## src/rtl/sum_of_squares_acc.sv

```systemverilog
// Block accumulator for squared 3-bit samples: sums COUNT samples with saturation,
// presents each total on a valid/ready output and flags samples that are not legal squares.
module sum_of_squares_acc #(
   parameter int COUNT = 8,
   parameter int SUM_W = 8
) (
   input  logic             clk,
   input  logic             rst_n,
   input  logic             clear,
   input  logic             in_valid,
   output logic             in_ready,
   input  logic [5:0]       in_square,
   output logic             out_valid,
   input  logic             out_ready,
   output logic [SUM_W-1:0] out_sum,
   output logic             out_sat,
   output logic             bad_sample
);

   localparam int CNT_W = (COUNT > 1) ? $clog2(COUNT) : 1;
   localparam logic [CNT_W-1:0] CNT_LAST = CNT_W'(COUNT - 1);

   typedef enum logic {
      ST_ACC  = 1'b0,
      ST_HOLD = 1'b1
   } state_t;

   function automatic logic is_square(input logic [5:0] v);
      case (v)
         6'd0, 6'd1, 6'd4, 6'd9, 6'd16, 6'd25, 6'd36, 6'd49: is_square = 1'b1;
         default:                                             is_square = 1'b0;
      endcase
   endfunction

   function automatic logic [SUM_W:0] wide_add(input logic [SUM_W-1:0] a,
                                                input logic [5:0]       b);
      wide_add = {1'b0, a} + {{(SUM_W - 5){1'b0}}, b};
   endfunction

   function automatic logic [SUM_W-1:0] saturate(input logic [SUM_W:0] w);
      saturate = w[SUM_W] ? {SUM_W{1'b1}} : w[SUM_W-1:0];
   endfunction

   state_t           state_q, state_d;
   logic [SUM_W-1:0] acc_q, acc_d;
   logic [CNT_W-1:0] cnt_q, cnt_d;
   logic             sat_q, sat_d;
   logic [SUM_W-1:0] out_sum_q, out_sum_d;
   logic             out_sat_q, out_sat_d;
   logic             bad_q, bad_d;

   logic [SUM_W:0]   sum_wide;
   logic             ovf;
   logic             accept;

   // in_ready/out_valid come straight from the state flop, so neither sees in_* or out_ready.
   assign in_ready   = (state_q == ST_ACC);
   assign out_valid  = (state_q == ST_HOLD);
   assign out_sum    = out_sum_q;
   assign out_sat    = out_sat_q;
   assign bad_sample = bad_q;

   // clear suppresses the accept even though in_ready is already high that cycle.
   assign accept   = in_valid && in_ready && !clear;
   assign sum_wide = wide_add(acc_q, in_square);
   assign ovf      = sum_wide[SUM_W];

   always_comb begin
      state_d   = state_q;
      acc_d     = acc_q;
      cnt_d     = cnt_q;
      sat_d     = sat_q;
      out_sum_d = out_sum_q;
      out_sat_d = out_sat_q;
      bad_d     = bad_q;

      if (clear) begin
         state_d   = ST_ACC;
         acc_d     = '0;
         cnt_d     = '0;
         sat_d     = 1'b0;
         out_sum_d = '0;
         out_sat_d = 1'b0;
         bad_d     = 1'b0;
      end else begin
         case (state_q)
            ST_ACC: begin
               if (accept) begin
                  if (!is_square(in_square)) begin
                     bad_d = 1'b1;
                  end
                  if (cnt_q == CNT_LAST) begin
                     out_sum_d = saturate(sum_wide);
                     out_sat_d = sat_q | ovf;
                     state_d   = ST_HOLD;
                     acc_d     = '0;
                     cnt_d     = '0;
                     sat_d     = 1'b0;
                  end else begin
                     acc_d = saturate(sum_wide);
                     sat_d = sat_q | ovf;
                     cnt_d = cnt_q + CNT_W'(1);
                  end
               end
            end
            ST_HOLD: begin
               if (out_ready) begin
                  state_d = ST_ACC;
               end
            end
            default: state_d = ST_ACC;
         endcase
      end
   end

   always_ff @(posedge clk or negedge rst_n) begin
      if (!rst_n) begin
         state_q   <= ST_ACC;
         acc_q     <= '0;
         cnt_q     <= '0;
         sat_q     <= 1'b0;
         out_sum_q <= '0;
         out_sat_q <= 1'b0;
         bad_q     <= 1'b0;
      end else begin
         state_q   <= state_d;
         acc_q     <= acc_d;
         cnt_q     <= cnt_d;
         sat_q     <= sat_d;
         out_sum_q <= out_sum_d;
         out_sat_q <= out_sat_d;
         bad_q     <= bad_d;
      end
   end

endmodule

```

## config.mk

```make
export PLATFORM = sky130hd
export DESIGN_NAME = sum_of_squares_acc
export DESIGN_NICKNAME = d
export VERILOG_FILES = /design/src/rtl/sum_of_squares_acc.sv
export SDC_FILE = /design/constraint.sdc
export NUM_CORES = 1
export LEC_CHECK = 0
export CORE_MARGIN = 2
export CORE_UTILIZATION = 50
export DETAILED_ROUTE_END_ITERATION = 8
export DONT_BUFFER_PORTS = 1
export GPL_TIMING_DRIVEN = 0
export SLEW_MARGIN = 20
export SYNTH_ARGS = -nofsm -noshare
export SYNTH_HDL_FRONTEND = slang
export SYNTH_SLANG_ARGS = --single-unit
```

## constraint.sdc

```tcl
create_clock -name clk -period 3.3 [get_ports clk]
set_input_delay 0.66 -clock clk [delete_from_list [all_inputs] [get_ports clk]]
set_output_delay 0.66 -clock clk [all_outputs]
set_load 0.005 [all_outputs]
```

---- After elaboration in Yosys (flattened, before gate mapping) ----
Cells that the tools add are included.
W data, S select, Z words.
storage, ports and cells
  bits in registers ....................... 23
  input bits .............................. 11
  output and inout bits ................... 12
  word-level logic and storage cells ...... 65
cells by class
  $add $sub $neg .......................... 2
  equal/unequal tests ..................... 10
  multiplexer cells ....................... 34
  bitwise gates (word level) .............. 2
  reductions and logical operators ........ 10
operator list
  kind                   number
  $mux W8                9
  $mux W1                20
  $eq A6 B5 Y1 const B   2
  $eq A6 B6 Y1 const B   2
  $mux W3                4
  $add A8 B6 Y9          1
  $reduce_or A8 Y1       1
  $eq A6 B1 Y1 const B   1
  $eq A6 B3 Y1 const B   1
  $eq A6 B4 Y1 const B   1
  $logic_not A6 Y1       1
  $reduce_and A3 Y1      2
  $ne A2 B2 Y1 const B   2
  $reduce_bool A2 Y1     2
  $add A3 B1 Y3 const B  1
  $eq A3 B3 Y1 const B   1
  $logic_and A1 B1 Y1    2
  $pmux W1 S2            1
  $reduce_and A2 Y1      1
  $logic_not A1 Y1       1
  $not A1 Y1             1
  $or A1 B1 Y1           1

---- Depth between registers and ports, before layout ----
Gate-level depths: netlist of the first run.
  depth after elaboration ................. 10
  depth in mapped cells ................... 7
  mapped depth without buffers ............ 6

---- Least setup slack after synthesis of the first run ----
Ideal clock, no wire load.
  path type ............................... input port to flip-flop
  start ................................... input port in_square[0]
  end ..................................... register acc_q[2]
  library setup time ...................... 0.121 ns
  arrival ................................. 2.060 ns
  required time ........................... 3.179 ns
  path slack .............................. 1.119 ns
  cell stages on the path ................. 6
  buffers on the path ..................... 0
  cells stage by stage .................... ha_1 -> fa_1 -> a21oi_1 -> o21a_1 -> o21ai_0 -> a22o_1
between the ends
  cells in the longest elaborated chain, start to end .. 6
RTL lines
  element               line  text
  from (decl)           12    input logic [5:0] in_square,
  $add A8 B6 Y9         37    wide_add = {1'b0, a} + {{(SUM_W - 5){1'b0}}, b};
  $mux W8               41    saturate = w[SUM_W] ? {SUM_W{1'b1}} : w[SUM_W-1:0];
  $mux W8               92    if (cnt_q == CNT_LAST) begin
  $mux W8               88    if (accept) begin
  $mux W8               86    case (state_q)
  $mux W8               77    if (clear) begin
  to (signal assigned)  119   acc_q <= '0;
  to (signal assigned)  127   acc_q <= acc_d;
  to (decl)             45    logic [SUM_W-1:0] acc_q, acc_d;
Every way passes these cells. The select of a mux whose other input is x is not followed.
A chain may end at the register's enable or synchronous reset.

---- Worst setup path in the final report of the first run ----
  start ................................... register acc_q[0]
  end ..................................... register acc_q[2]
between the ends
  cells in the longest elaborated chain, start to end .. 6
RTL lines
  element        line
  $add A8 B6 Y9  37
  $mux W8        41
  $mux W8        92
  $mux W8        88
  $mux W8        86
  $mux W8        77
Every way passes these cells. The select of a mux whose other input is x is not followed.

==> results.txt, run 1 <==
Clock Tree Buf Depth - 2
Max FO, Critical Path - 5
Syn Nets - 157
Chip Height - 56.11 microns
Worst Setup End Kind - register
Die width - 56.11 microns
Final Core Density - 0.5719
Detail Route Antenna Nets - 0
Crit start category - register
Peak supply drop - 252.2 uV
Post-synthesis cell count - 137
H-Tree Depth - 1
Ys async rst share - 1.000
Post-synthesis sequential area ratio - 0.4240
HP Class - input pin to asynchronous set/reset pin
Post-DR vias/cell - 6.227
Initial Util - 0.5382
Avg Cell Area, Syn - 9.909 sq um
Initial DRC Count - 37
Via count - 1071
Clock sinks - 23
TritonCTS clock tree - yes
Commonest non-fill, non-tap cells in the layout - dfrtp_1 (23), nand2_1 (13), a21oi_1 (11)
PwrDens - 407.3 nW/um^2
Cts hold-fix bufs - 0
Total clock buffers created by CTS - 3
Final hold vios - 0
Biggest cell delay along the critical path - 0.44 ns
Post-Route WL - 3005 microns
Status - finished clean
Placed wire-length estimate - 2192 microns
Vias in the first global route - 1108
Full die area - 3148 sq um
Fin crit period - 2.160 ns
Post-CTS Setup Inserts - 0
First-pass DRT Iterations - 4
Worst-Margin Slew - 0.4667 ns
EDFF count, synth - 0
Diodes inserted - 0
Drt wl/cell - 17.47 microns
Row cnt - 18
Clock skew - 0.004310 ns
Cell leakage power - 0.6443 nW
PortBufs - 0
Overall power - 587.6 uW
RSZ-0062 raised after global routing - no
Critical path cell sequence - ha_1 > fa_1 > a21oi_1 > o21a_1 > o21ai_0 > a22o_1
Total track usage - 0.2068
Top-Level Pins - 23
Synth Cell Area - 1358 sq um
Total grt overflow - 0
Clock tree root buffer cell - clkbuf_4
Largest net degree at the start of global routing - 24
Fmax - 462.9 MHz
Critical path arrival - 2.38 ns
Max Cap Viol - 0
Rel. slew slack - 0.6889
Resized Gates After CTS - 0
First-pass GRT wire length - 5140 microns
GP Congestion - 0.8423
Worst Setup Path Type - register to register
Commonest non-fill, non-tap cell in the layout - dfrtp_1
Yosys cell types - 45
Core Area - 2522 sq um
Synth Flop Type - dfrtp_1
Synthesis warning total - 0
P&R area growth vs syn - 6.267%
Clock input transition at the sequential cells of the worst setup and hold paths - 0.14 ns
Post-synthesis register bit count - 23
Max Slew Vio Count - 0
NumNets Final - 163
Final Cycle Share - 0.6546
Layout cells sized above 1 - 0.1338
Data required, critical path - 3.52 ns
Antenna violations before repair - 0
Slowest cell on crit path - fa_1
DRC viols - 0
Setup TNS Final - 0 ns
Clk_lat worst skew - 0.32 ns
Final setup fails - 0
## final timing paths
check / cells past startpoint / slack [ns] / endpoint / startpoint
max: 6 / 1.14 / acc_q[2]$_DFFE_PN0P_ / acc_q[0]$_DFFE_PN0P_
min: 1 / 0.13 / out_sum[5]$_DFFE_PN0P_ / rst_n
max reg2reg: 6 / 1.14 / acc_q[2]$_DFFE_PN0P_ / acc_q[0]$_DFFE_PN0P_
min reg2reg: 2 / 0.52 / out_sum[6]$_DFFE_PN0P_ / out_sum[6]$_DFFE_PN0P_
max in group asynchronous: 1 / 3.03 / acc_q[4]$_DFFE_PN0P_ / rst_n
min in group clk: 2 / 0.50 / out_valid$_DFF_PN0_ / out_ready
## Yosys cell counts, types with 2 or more instances
cell,n,area share
a211oi_1,2,0.011
a21oi_1,11,0.041
a22o_1,6,0.039
a31oi_1,2,0.0092
and3_1,4,0.018
dfrtp_1,23,0.42
ha_1,8,0.074
inv_1,3,0.0083
mux2i_1,2,0.015
nand2_1,13,0.036
nand2b_1,2,0.0092
nand3_1,5,0.018
nand3b_1,2,0.011
nor2_1,7,0.019
o211ai_1,3,0.017
o21a_1,3,0.017
o21ai_0,9,0.033
o22ai_1,3,0.014
o31ai_1,2,0.011
xnor2_1,2,0.013
## where the power goes
part | internal (mW) | switching (mW)
registers | 0.294 | 0.00909
logic | 0.0595 | 0.0892
clock network | 0.0454 | 0.0907
total | 0.399 | 0.189
## cells by family (layout without fill, tap and decap cells)
kind of cell / after synthesis / in the layout / share of synthesized area
muxes: 3 / 3 / 0.02304
adders and majority gates: 9 / 9 / 0.08848
AOI/OAI and AO/OA: 49 / 49 / 0.2553
DFF: 23 / 23 / 0.4240
buffers and inverters: 8 / 13 / 0.03225
xor gates and xnor gates: 2 / 2 / 0.01291
and+or+nand+nor: 43 / 43 / 0.1641
## final cells by class
class,instances,area [sq um]
inverters,3,11.26
clock inverters,1,5.005
well taps,30,37.54
flip-flops and latches,23,575.6
repair buffers,1,20.02
clock buffers,3,22.52
plain buffers,5,32.53
fillers,230,1080
multi-input cells,106,738.2
## registers in the layout, indices dropped and copies added (netlist names)
register / count
out_valid: 1
sat_q: 1
out_sat: 1
bad_sample: 1
out_sum: 8
cnt_q: 3
acc_q: 8
## stage by stage
stage,instance area [sq um],setup slack (ns),instances,hold WS (ns)
after floorplan,1358,1.119,137,0.3644
after global placement,1395,0.9302,167,0.3649
after detailed placement,1395,0.9069,167,0.3649
after CTS,1423,1.154,171,0.009447
after global routing,1443,0.9826,172,0.1197
final,1443,1.140,172,0.1277
## per-layer routing
layer,track usage,vias to the layer above,share of wire
met1,0.2676,520,0.46
met3,0.03721,5,0.042
met2,0.3529,27,0.49
li1,-,519,-
met5,0,-,0
met4,0.05782,0,0.011
## critical path, delay by kind of cell (launching register included)
family          cells  cell delay (ns)
fa+ha+maj           2             0.67
compound gates      4             0.98
flops               1             0.42
Power figures use the tool's default switching activity.
==> inputs of run 2 (changes only) <==
Clock period 3.3 ns to 2.1 ns, I/O delays scaled along.
==> run 2 against run 1 <==
Against the previous run: sequential cell count unchanged; critical path depth unchanged; global-route usage about the same; register-to-register slack got worse by 1.0 ns; clock power increased by 57%; hold slack got worse by 0.090 ns; sequential share of layout area unchanged; cell area unchanged; maximum frequency increased by 10%; sequential power increased by 57%; non-clock buffer count increased by 1; critical path type unchanged; highest routed layer unchanged.
==> results.txt, run 2 (synthesized netlist as in run 1, its figures left out) <==
Design Area, Final - 1443 sq um (unchanged)
Cell leakage power - 0.6427 nW (was 0.6443 nW)
Layout cells sized above 1 - 0.1608 (was 0.1338)
Sw Pwr - 299.9 uW (was 189.1 uW)
First-pass GRT wire length - 5154 microns (was 5140 microns)
Clock input transition at the sequential cells of the worst setup and hold paths - 0.14 ns (about the same)
Commonest non-fill, non-tap cell in the layout - dfrtp_1 (unchanged)
Slowest cell on crit path - dfrtp_1 (was fa_1)
Crit start category - register (unchanged)
Via count - 1077 (was 1071)
HP Class - input pin to asynchronous set/reset pin (unchanged)
Critical path arrival - 2.18 ns (was 2.38 ns)
Power Internal - 628.1 uW (was 398.6 uW)
Fin crit period - 1.963 ns (was 2.160 ns)
Clock Tree Buf Depth - 2 (unchanged)
Critical path cell sequence - ha_1 > fa_2 > a21oi_2 > o21a_2 > o21ai_0 > a22o_1 (was ha_1 > fa_1 > a21oi_1 > o21a_1 > o21ai_0 > a22o_1)
Worst Setup Path Type - register to register (unchanged)
Commonest non-fill, non-tap cells in the layout - dfrtp_1 (23), nand2_1 (13), a21oi_1 (10) (was dfrtp_1 (23), nand2_1 (13), a21oi_1 (11))
Clock sinks - 23 (unchanged)
Die width - 56.11 microns (unchanged)
Buf/Inv on CP - 0 (unchanged)
H-Tree Depth - 1 (unchanged)
Crit path depth - 6 (unchanged)
Rel. slew slack - 0.6724 (was 0.6889)
First-pass DRT Iterations - 4 (unchanged)
Top-Level Pins - 23 (unchanged)
Largest delay share family, worst path - compound AO/OA/AOI/OAI gates (unchanged)
Sw Share - 0.3232 (was 0.3217)
Row cnt - 18 (unchanged)
Full die area - 3148 sq um (unchanged)
RSZ-0062 raised after global routing - no (unchanged)
Initial Util - 0.5382 (unchanged)
Chip Height - 56.11 microns (unchanged)
Final hold vios - 0 (unchanged)
Clock skew - 0.006604 ns (was 0.004310 ns)
NumNets Final - 164 (was 163)
Flop2flop setup slack - 0.14 ns (was 1.14 ns)
R2R depth - 6 (unchanged)
Total track usage - 0.2073 (was 0.2068)
PortBufs - 0 (unchanged)
Clock tree root buffer cell - clkbuf_4 (unchanged)
Drt wl/cell - 17.39 microns (was 17.47 microns)
Final setup fails - 0 (unchanged)
Setup TNS Final - 0 ns (unchanged)
Max Cap Viol - 0 (unchanged)
RR Startpoint - acc_q[0]$_DFFE_PN0P_ (unchanged)
Sequential power share - 0.513 (was 0.515)
Max FO, Critical Path - 5 (unchanged)
Data required, critical path - 2.32 ns (was 3.52 ns)
Core Area - 2522 sq um (unchanged)
Total grt overflow - 0 (unchanged)
Final Cycle Share - 0.9349 (was 0.6546)
Clk_lat worst skew - 0.32 ns (about the same)
Vias in the first global route - 1112 (was 1108)
Post-DR vias/cell - 6.225 (was 6.227)
Detail Route Antenna Nets - 0 (unchanged)
Biggest cell delay along the critical path - 0.42 ns (was 0.44 ns)
Largest net degree at the start of global routing - 24 (unchanged)
DRC viols - 0 (unchanged)
TritonCTS clock tree - yes (unchanged)
Non-Filler Instances - 173 (was 172)
Max Slew Vio Count - 0 (unchanged)
Peak supply drop - 395.9 uV (was 252.2 uV)
PwrDens - 643.2 nW/um^2 (was 407.3 nW/um^2)
Placed wire-length estimate - 2192 microns (unchanged)
Antenna violations before repair - 0 (unchanged)
Cell Area, Placed - 1395 sq um (unchanged)
Total clock buffers created by CTS - 3 (unchanged)
Worst Setup End Kind - register (unchanged)
P&R area growth vs syn - 6.267% (unchanged)
Diodes inserted - 0 (unchanged)
Fmax - 509.4 MHz (was 462.9 MHz)
Worst-Margin Slew - 0.4914 ns (was 0.4667 ns)
Initial DRC Count - 48 (was 37)
Post-Route WL - 3008 microns (was 3005 microns)
GP Congestion - 0.8423 (unchanged)
Reg-to-Reg End - acc_q[2]$_DFFE_PN0P_ (unchanged)
Status - finished clean (unchanged)
Clock power frac - 0.231 (was 0.232)
Combinational share of power - 0.256 (was 0.253)
Placed Cells - 167 (unchanged)
## run 2: worst reg2reg max path: cells and delay by family, from the launching register on
kind            cells  cell delay [ns]
flops               1             0.42
compound gates      4             0.82
fa+ha+maj           2             0.62
## run 2: metal layers
layer | track usage | share of wire | up-vias
met5 | 0 | 0 | -
met4 | 0.05782 | 0.0090 | 0
met3 | 0.03721 | 0.057 | 4
met2 | 0.3546 | 0.49 | 31
met1 | 0.2676 | 0.44 | 523
li1 | - | - | 519
## run 2: worst max-delay path by stage
stage,start,slack (ns),endpoint
2_1_floorplan,in_square[0],0.16,acc_q[2]$_DFFE_PN0P_
3_3_place_gp,in_square[0],-0.03,acc_q[2]$_DFFE_PN0P_
3_5_place_dp,in_square[0],-0.05,acc_q[2]$_DFFE_PN0P_
4_1_cts,acc_q[0]$_DFFE_PN0P_,0.03,acc_q[2]$_DFFE_PN0P_
5_1_grt,acc_q[0]$_DFFE_PN0P_,0.04,acc_q[2]$_DFFE_PN0P_
6_report,acc_q[0]$_DFFE_PN0P_,0.14,acc_q[2]$_DFFE_PN0P_
## run 2: area by class of cell
class                           instances  area, sq um
Timing Repair Buffer                    2        12.51
Sequential cell                        23        575.6
Buffer                                  5        32.53
Tap cell                               30        37.54
Multi-Input combinational cell        106        745.7
Fill cell                             231         1080
Clock buffer                            3        22.52
Inverter                                3        11.26
Clock inverter                          1        5.005
## run 2: repair_timing
item | in CTS | in global routing
endpoints found under the hold margin | 23 | 0
setup endpoints to repair | 4 | 7
hold buffers | 1 | 0
pin swaps | 0 | 1
setup buffers | 0 | 1
resized for setup | 1 | 2
## run 2: stage by stage
step / power, mW / hold slack [ns] / util / setup WS, ns
after floorplan: 0.6569 / 0.1244 / - / 0.1592
after global placement: 0.6969 / 0.1249 / 0.5531 / -0.02980
after detailed placement: 0.7018 / 0.1249 / 0.5531 / -0.05308
after CTS: 0.9238 / 0.2625 / 0.5694 / 0.03409
after global routing: 0.9786 / 0.07781 / 0.5719 / 0.03968
final: 0.9279 / 0.03804 / 0.5719 / 0.1368
## run 2: power by group through the flow
stage	logic, mW	registers [mW]	clock network, mW
after floorplan	0.177	0.480	0
after global placement	0.213	0.484	0
after detailed placement	0.217	0.485	0
after CTS	0.233	0.476	0.215
after global routing	0.264	0.479	0.236
final	0.238	0.476	0.214
